### src/rtl/parking_pkg.sv
`default_nettype none
// ============================================================================
// Module      : parking_pkg
// Description : Shared parking-lot constants, response codes and entry FSM states.
// Revision    : 1.0 - initial release
// ============================================================================
package parking_pkg;

    localparam int c_PARK_SLOTS = 16;

    localparam logic [1:0] RESP_PARKED   = 2'b00;
    localparam logic [1:0] RESP_OCCUPIED = 2'b01;
    localparam logic [1:0] RESP_INVALID  = 2'b10;
    localparam logic [1:0] RESP_TIMEOUT  = 2'b11;

    typedef enum logic [1:0] {
        ST_IDLE  = 2'd0,
        ST_CHECK = 2'd1,
        ST_GATE  = 2'd2,
        ST_RESP  = 2'd3
    } entry_state_t;

endpackage
`default_nettype wire

### src/rtl/gate_timer.sv
`default_nettype none
// ============================================================================
// Module      : gate_timer
// Description : Gate-open wait counter; expire flags the last allowed cycle.
// Revision    : 1.0 - initial release
// ============================================================================
module gate_timer #(
    parameter int GATE_TIMEOUT = 1000
) (
    input  logic clk,
    input  logic rst_n,
    input  logic clear,
    input  logic count_en,
    output logic expire
);

    localparam int c_TW = (GATE_TIMEOUT > 1) ? $clog2(GATE_TIMEOUT) : 1;
    localparam logic [c_TW-1:0] c_LAST = c_TW'(GATE_TIMEOUT - 1);

    logic [c_TW-1:0] r_count;

    // Saturates at the last cycle so a stalled owner never sees a wrap.
    always_ff @(posedge clk or negedge rst_n) begin
        if (!rst_n) begin
            r_count <= '0;
        end else if (clear) begin
            r_count <= '0;
        end else if (count_en && !expire) begin
            r_count <= r_count + c_TW'(1);
        end
    end

    assign expire = (r_count == c_LAST);

endmodule
`default_nettype wire

### src/rtl/slot_entry_ctrl.sv
`default_nettype none
// ============================================================================
// Module      : slot_entry_ctrl
// Description : Entry gate controller owning the lot occupancy map and count.
// Revision    : 1.0 - initial release
// ============================================================================
module slot_entry_ctrl
    import parking_pkg::*;
#(
    parameter int N_SLOTS      = c_PARK_SLOTS,
    parameter int FLAT_W       = 5,
    parameter int GATE_TIMEOUT = 1000
) (
    input  logic                         clk,
    input  logic                         rst_n,
    input  logic                         req_valid,
    output logic                         req_ready,
    input  logic [FLAT_W-1:0]            req_flat,
    input  logic                         exit_valid,
    input  logic [FLAT_W-1:0]            exit_flat,
    input  logic                         car_passed,
    output logic                         gate_open,
    output logic                         resp_valid,
    output logic [1:0]                   resp_code,
    output logic [FLAT_W-1:0]            resp_flat,
    output logic [N_SLOTS-1:0]           occ_map,
    output logic [$clog2(N_SLOTS+1)-1:0] occ_count,
    output logic                         lot_full
);

    localparam int                 c_CNT_W      = $clog2(N_SLOTS + 1);
    localparam logic [N_SLOTS-1:0] c_ONE        = N_SLOTS'(1);
    localparam logic [FLAT_W-1:0]  c_FLAT_LIMIT = FLAT_W'(N_SLOTS);

    entry_state_t         r_state;
    logic [FLAT_W-1:0]    r_flat;
    logic                 r_gate_open;
    logic                 r_resp_valid;
    logic [1:0]           r_resp_code;
    logic [FLAT_W-1:0]    r_resp_flat;
    logic [N_SLOTS-1:0]   r_occ_map;
    logic [c_CNT_W-1:0]   r_occ_count;

    logic [N_SLOTS-1:0]   w_flat_mask;
    logic [N_SLOTS-1:0]   w_exit_mask;
    logic                 w_flat_valid;
    logic                 w_flat_busy;
    logic                 w_exit_hit;
    logic                 w_set;
    logic                 w_timeout_clr;
    logic                 w_expire;

    // Out-of-range flats shift the one-hot mask out entirely.
    assign w_flat_mask  = c_ONE << r_flat;
    assign w_exit_mask  = c_ONE << exit_flat;
    assign w_flat_valid = (r_flat < c_FLAT_LIMIT);
    assign w_flat_busy  = |(r_occ_map & w_flat_mask);

    // The reserved slot cannot be vacated while its car is still at the gate.
    assign w_exit_hit    = exit_valid && (exit_flat < c_FLAT_LIMIT)
                           && (|(r_occ_map & w_exit_mask))
                           && !((r_state == ST_GATE) && (exit_flat == r_flat));
    assign w_set         = (r_state == ST_CHECK) && w_flat_valid && !w_flat_busy;
    assign w_timeout_clr = (r_state == ST_GATE) && !car_passed && w_expire;

    gate_timer #(
        .GATE_TIMEOUT (GATE_TIMEOUT)
    ) u_gate_timer (
        .clk      (clk),
        .rst_n    (rst_n),
        .clear    (r_state == ST_CHECK),
        .count_en ((r_state == ST_GATE) && !car_passed),
        .expire   (w_expire)
    );

    always_ff @(posedge clk or negedge rst_n) begin
        if (!rst_n) begin
            r_state      <= ST_IDLE;
            r_flat       <= '0;
            r_gate_open  <= 1'b0;
            r_resp_valid <= 1'b0;
            r_resp_code  <= RESP_PARKED;
            r_resp_flat  <= '0;
        end else begin
            r_resp_valid <= 1'b0;
            case (r_state)
                ST_IDLE: begin
                    if (req_valid) begin
                        r_flat  <= req_flat;
                        r_state <= ST_CHECK;
                    end
                end
                ST_CHECK: begin
                    if (!w_flat_valid) begin
                        r_resp_valid <= 1'b1;
                        r_resp_code  <= RESP_INVALID;
                        r_resp_flat  <= r_flat;
                        r_state      <= ST_RESP;
                    end else if (w_flat_busy) begin
                        r_resp_valid <= 1'b1;
                        r_resp_code  <= RESP_OCCUPIED;
                        r_resp_flat  <= r_flat;
                        r_state      <= ST_RESP;
                    end else begin
                        r_gate_open  <= 1'b1;
                        r_state      <= ST_GATE;
                    end
                end
                ST_GATE: begin
                    if (car_passed) begin
                        r_gate_open  <= 1'b0;
                        r_resp_valid <= 1'b1;
                        r_resp_code  <= RESP_PARKED;
                        r_resp_flat  <= r_flat;
                        r_state      <= ST_RESP;
                    end else if (w_expire) begin
                        r_gate_open  <= 1'b0;
                        r_resp_valid <= 1'b1;
                        r_resp_code  <= RESP_TIMEOUT;
                        r_resp_flat  <= r_flat;
                        r_state      <= ST_RESP;
                    end
                end
                ST_RESP: begin
                    r_state <= ST_IDLE;
                end
                default: begin
                    r_state <= ST_IDLE;
                end
            endcase
        end
    end

    // Set and clears never target the same bit, so the count moves by exact deltas.
    always_ff @(posedge clk or negedge rst_n) begin
        if (!rst_n) begin
            r_occ_map   <= '0;
            r_occ_count <= '0;
        end else begin
            r_occ_map   <= (r_occ_map | (w_set ? w_flat_mask : '0))
                           & ~(w_exit_hit    ? w_exit_mask : '0)
                           & ~(w_timeout_clr ? w_flat_mask : '0);
            r_occ_count <= r_occ_count + c_CNT_W'(w_set)
                           - c_CNT_W'(w_exit_hit) - c_CNT_W'(w_timeout_clr);
        end
    end

    assign req_ready  = (r_state == ST_IDLE);
    assign gate_open  = r_gate_open;
    assign resp_valid = r_resp_valid;
    assign resp_code  = r_resp_code;
    assign resp_flat  = r_resp_flat;
    assign occ_map    = r_occ_map;
    assign occ_count  = r_occ_count;
    assign lot_full   = (r_occ_count == c_CNT_W'(N_SLOTS));

endmodule
`default_nettype wire

### config.mk
export PLATFORM = sky130hd
export DESIGN_NAME = slot_entry_ctrl
export DESIGN_NICKNAME = d
export VERILOG_FILES = /design/src/rtl/parking_pkg.sv /design/src/rtl/gate_timer.sv /design/src/rtl/slot_entry_ctrl.sv
export SDC_FILE = /design/constraint.sdc
export NUM_CORES = 1
export LEC_CHECK = 0
export BUFFER_PORTS_ARGS = -buffer_cell sky130_fd_sc_hd__buf_2
export CAP_MARGIN = 10
export CORE_UTILIZATION = 57
export CTS_CLUSTER_DIAMETER = 150
export DETAILED_ROUTE_END_ITERATION = 8
export PLACE_DENSITY_LB_ADDON = 0.1
export SLEW_MARGIN = 20
export SYNTH_ARGS = -nofsm -noshare
export SYNTH_HDL_FRONTEND = slang
export SYNTH_SLANG_ARGS = --single-unit
### constraint.sdc
create_clock -name clk -period 3.7 [get_ports clk]
set_input_delay 0.185 -clock clk [delete_from_list [all_inputs] [get_ports clk]]
set_output_delay 0.185 -clock clk [all_outputs]
set_load 0.1 [all_outputs]
Word-level counts from Yosys, hierarchy flattened. Index checks and enable logic that the tools add are counted. Widths: inputs -> output; s select.

Divide/modulo/power cells: 0. $mul: 0. Bitwise gates (word level): 7. Reduce and logical (&&, ||, !) cells: 22. Magnitude comparators: 2. Add/sub/neg operators: 4. Shift operators: 2. Muxes and demuxes: 30. Eq/ne operators: 11.

Operators with widths (count): $and 16x16->16 (4); $mux 16 (3); $not 16->16 (2); $reduce_or 16->1 (2); $shl 1x5->16 const A (2); $mux 10 (2); $mux 5 (4); $or 16x16->16 (1); $mux 2 (6); $add 10x1->10 const B (1); $eq 10x10->1 const B (1); $lt 5x5->1 const B (2); $mux 1 (10); $pmux 5 s2 (1); $sub 5x1->5 (2); $logic_and 1x1->1 (9); $pmux 2 s4 (1); $ne 2x2->1 const B (3); $add 5x1->5 (1); $eq 5x5->1 (1); $eq 5x5->1 const B (1); $eq 2x2->1 const B (2); $logic_not 1->1 (4); $pmux 1 s2 (2); other kinds (9) (11).

RAM bits: 0. Register bits: 47. Word-level logic and storage cells: 87. Bits of input ports: 15. Output and inout port bits: 32. Latch bits: 0. ROM bits: 0. Memories kept: 0.

Logic depth before layout (Yosys ltp).
Depth after elaboration: 9. Mapped depth: 17. Gate-level depth less buffers: 15.

Hierarchy. A second synthesis with hierarchy kept.

Cell total of the unflattened synthesis: 344. Area, all modules: 3443.3 um2.

Modules (own cells, without submodules): slot_entry_ctrl (instances 1, seq. area each 925.9 um2, area each 2836.5 um2, cells an instance 281); gate_timer (instances 1, seq. area each 250.2 um2, area each 606.8 um2, cells an instance 63).

Least setup slack after synthesis. No wires, ideal clock.

Kind: reg-to-output. Start: register r_occ_count[4], in the netlist occ_count[4]. End: output port lot_full. Cell stages (with the launch flop): 2. Buffers on the path: 0. Data required time: 3.515 ns. Data arrival time: 3.945 ns. Setup slack: -0.430 ns. Path through: dfrtp_1 > nor4bb_1.

Longest elaborated chain between the ends: 1.

Ends and longest elaborated chain: from (decl) (RTL line slot_entry_ctrl.sv:42) `logic [c_CNT_W-1:0] r_occ_count;`; from (signal assigned) (RTL line slot_entry_ctrl.sv:143) `r_occ_count <= r_occ_count + c_CNT_W'(w_set)`; $eq 5x5->1 (RTL line slot_entry_ctrl.sv:155) `assign lot_full = (r_occ_count == c_CNT_W'(N_SLOTS));`; to (decl) (RTL line slot_entry_ctrl.sv:28) `output logic lot_full`.

Every way passes these cells.

Final worst setup path.
Start: register r_state[0]. End: register r_occ_count[3], in the netlist occ_count[3].

Longest elaborated chain between the ends: 6. Elaborated cells on any way between the ends: 12. Those cells by class: add/sub: 3; eq/ne: 2; reduce/logical: 7.

Ends and longest elaborated chain: from (decl) (RTL line slot_entry_ctrl.sv:35) `entry_state_t r_state;`; from (signal assigned) (RTL line slot_entry_ctrl.sv:78) `r_state <= ST_IDLE;`; from (signal assigned) (RTL line slot_entry_ctrl.sv:90) `r_state <= ST_CHECK;`; from (signal assigned) (RTL line slot_entry_ctrl.sv:98) `r_state <= ST_RESP;`; $eq 2x1->1 / $eq 2x2->1 (equally long branches) (RTL line slot_entry_ctrl.sv:63, slot_entry_ctrl.sv:62, slot_entry_ctrl.sv:64); $logic_and 1x1->1, on equally long branches (RTL line slot_entry_ctrl.sv:63, slot_entry_ctrl.sv:62); $logic_and 1x1->1 / $logic_not 1->1 (equally long branches) (RTL line slot_entry_ctrl.sv:63, slot_entry_ctrl.sv:62); $add 5x1->5 / $logic_and 1x1->1 (equally long branches) (RTL line slot_entry_ctrl.sv:143, slot_entry_ctrl.sv:62); $sub 5x1->5 (RTL line slot_entry_ctrl.sv:144) `- c_CNT_W'(w_exit_hit) - c_CNT_W'(w_timeout_clr);`; $sub 5x1->5 (*) (RTL line slot_entry_ctrl.sv:144).

Mark *: on every way between the ends. The rest lies on a longest branch, timed or not. A chain may end at the register's enable or synchronous reset.

==> results.ini <==
[clocking]
cts.clk_slew.worst_paths_ns = 0.09
tritoncts = yes
max-clock-path-buffers = 2
clkLatencyLatePin_ns = 0.31
htree_num_levels = 2
postCtsResizedCells = 0
cts_buffers = 5
cts_root_buffer = clkbuf_8
cts.sinks = 47

[worst_setup_path]
critPathLaunchType = register
worst-endpoint-required_ns = 3.90
critPathMaxStageDelay_ns = 0.42
critPathSlowestCell = dfrtp_1
cp.arrival_ns = 3.49
path_max_fanout = 10
critical_path_class = reg -> reg
path_cells = inv_1, ha_1, nor2b_1, and3_1, inv_1, fa_1, inv_1, ha_1, inv_1, ha_1, inv_1, fa_1, xor2_1
endpoint_kind = register
crit_top_cell = inv_1

[timing]
max_freq_mhz = 304.1
hold_viol = 0
whs_ns = 0.1073
fin_tns_setup_ns = 0
period_share_pct = 88.87
rsz0062_at_grt = false
worst_pin_slew_ns = 0.6053
layout_min_cycle_time_ns = 3.288
timing.slew.headroom_pct = 59.64
finalSetupViolCount = 0
drv_slew = 0
fin_skew_ns = 0.007785

[routing]
drc_errors = 0
wl_per_cell_um = 17.61
drtIter0Drc = 231
drt-pass1-iter-count = 6
wirelength_um = 7627
vias_per_cell = 6.111
via_count = 2646
ant_nets = 0

[floorplanning]
dieHeight_um = 75.31
io_pins = 47
floorplan.initialDensity_pct = 59.59
rows = 26
dieArea_um2 = 5671
die_x_um = 75.31
core_area_um2 = 5140

[final_layout]
syn2layout_area_growth_pct = 12.75
final_nets = 389
antennaDiodeCount = 0
fill_cells = 465
drive_gt1_share_pct = 25.34

[yosys]
synthSimpleGateAreaFrac_pct = 23.00
netlist.area_leader.share_pct = 38.40
synth_common_cells = dfrtp_1 (47), nor2_1 (28), nand2_1 (21)
synth_fa_ha_area_share_pct = 5.392
synth_area_um2 = 3063
ys_types = 65
synth-seq-cells = 47
synthMuxAreaShare_pct = 6.536
synth.area.top_cells = dfrtp_1 (38%), mux2_2 (4.4%), ha_1 (4.1%)
synth-compound-area-share_pct = 17.40
synth_xor_area_share_pct = 4.003
synth-async-reset-ratio_pct = 100.0
synth_nets = 344
seq_area_frac_synth_pct = 38.40
avgSynthCellArea_um2 = 9.662
synth_edf_count = 0
yosysMostFrequentCell = dfrtp_1
synth_top_flop_cell = dfrtp_1
synth_top_family_by_area = simple AND/OR/NAND/NOR gates
synth_top_area_cell = dfrtp_1
yosysWarnings = 0
syn_inst = 317

[global_routing]
grt_max_degree = 48
first_global_vias = 2465
gr-total-overflow = 0
grt_antenna_before_repair = 0
track_usage_pct = 28.71
grt_pass1_wl_um = 12190

[run_status]
status = finished clean

[run]
drv_cap = 0

[place]
gp_congestion = 0.9144
dp_hpwl_um = 5548
place.port_buffers = 46

[hold_path]
hold_path_class = in -> reg

state kept, by name (all words and copies together) (netlist names), 2 cells and up:
name                  count
r_state                   2
resp_flat                 5
occ_map                  16
u_gate_timer.r_count     10
occ_count                 5
resp_code                 2
r_flat                    5
critical path, delay by kind of cell (launching register included):
family	cells	cell delay (ns)
adder cells (fa/ha/maj)	5	1.50
AND/OR/NAND/NOR	2	0.57
buffers and inverters	5	0.51
flip-flops	1	0.42
XOR/XNOR	1	0.17
area by class of cell:
| cell class | instances | area, um^2 | area share (%) |
|---|---|---|---|
| Tap cell | 70 | 87.58 | 2.536 |
| Multi-Input combinational cell | 234 | 1732 | 50.14 |
| Timing Repair Buffer | 55 | 302.8 | 8.768 |
| Clock buffer | 5 | 68.82 | 1.993 |
| Clock inverter | 3 | 15.01 | 0.4348 |
| Sequential cell | 47 | 1176 | 34.06 |
| Inverter | 19 | 71.32 | 2.065 |
through the flow:
stage	area [um^2]	std cells	utilization, %	setup WS [ns]
after floorplan	3069	317	-	0.1470
after global placement	3357	424	65.31	0.6225
after CTS	3441	432	66.94	0.4432
after detailed placement	3357	424	65.31	0.4407
final	3453	433	67.19	0.4118
after global routing	3453	433	67.19	0.1968
layout by cell type (no fill, tap or decap), types with 3 or more instances in the layout:
master / Yosys / final
o21ai_0: 4 / 4
ha_1: 10 / 10
nand2b_1: 5 / 5
nor3b_2: 3 / 3
nand4_1: 4 / 4
a211oi_1: 6 / 6
nor4_1: 3 / 3
nor3b_1: 3 / 3
a221oi_1: 8 / 8
a31oi_1: 13 / 13
inv_1: 19 / 19
mux2_2: 12 / 12
and3b_1: 3 / 3
and2_1: 4 / 4
a21oi_1: 12 / 12
clkbuf_8: 0 / 5
nor2b_1: 6 / 6
clkinv_2: 0 / 3
buf_2: 6 / 45
xor2_1: 8 / 8
nand3b_1: 3 / 3
or3_1: 3 / 3
nor2_1: 28 / 28
xnor2_1: 6 / 6
mux2i_1: 5 / 5
buf_4: 3 / 9
dfrtp_1: 47 / 47
nand3_1: 9 / 9
nor3_1: 10 / 10
and3_1: 5 / 5
nand2_1: 21 / 21
repair_timing:
item / 4_1_cts / 5_1_grt
setup endpoints to repair: 0 / 0
hold buffers: 0 / 1
setup buffers: 0 / 0
hold endpoints to repair: 0 / 47
cells by family after synthesis:
logic type / Yosys count
flops: 47
simple gates: 122
xor+xnor: 14
compound gates: 68
fa+ha+maj: 12
buf+inv: 36
mux: 18
path summary, 6_finish.rpt:
| check | start | end | slack (ns) | depth (start not counted) |
|---|---|---|---|---|
| max reg2reg | r_state[0]$_DFFE_PN0P_ | occ_count[3]$_DFF_PN0_ | 0.41 | 13 |
| min | req_flat[0] | r_flat[0]$_DFFE_PN0P_ | 0.11 | 2 |
| max | r_state[0]$_DFFE_PN0P_ | occ_count[3]$_DFF_PN0_ | 0.41 | 13 |
| min in group asynchronous | rst_n | resp_flat[3]$_DFFE_PN0P_ | 0.43 | 2 |
| max in group asynchronous | rst_n | occ_map[0]$_DFF_PN0_ | 2.86 | 2 |
| min reg2reg | resp_flat[1]$_DFFE_PN0P_ | resp_flat[1]$_DFFE_PN0P_ | 0.52 | 1 |
routing by layer:
metal	track usage [%]	wire [um]	vias to the layer above
li1	-	-	1254
met4	10.29	172	0
met2	44.25	3491	123
met5	0	0	-
met1	40.77	3452	1249
met3	5.291	511	20
Power is not shown: default switching activity piles up to over one toggle a cycle in this logic, so the estimate is an artifact.
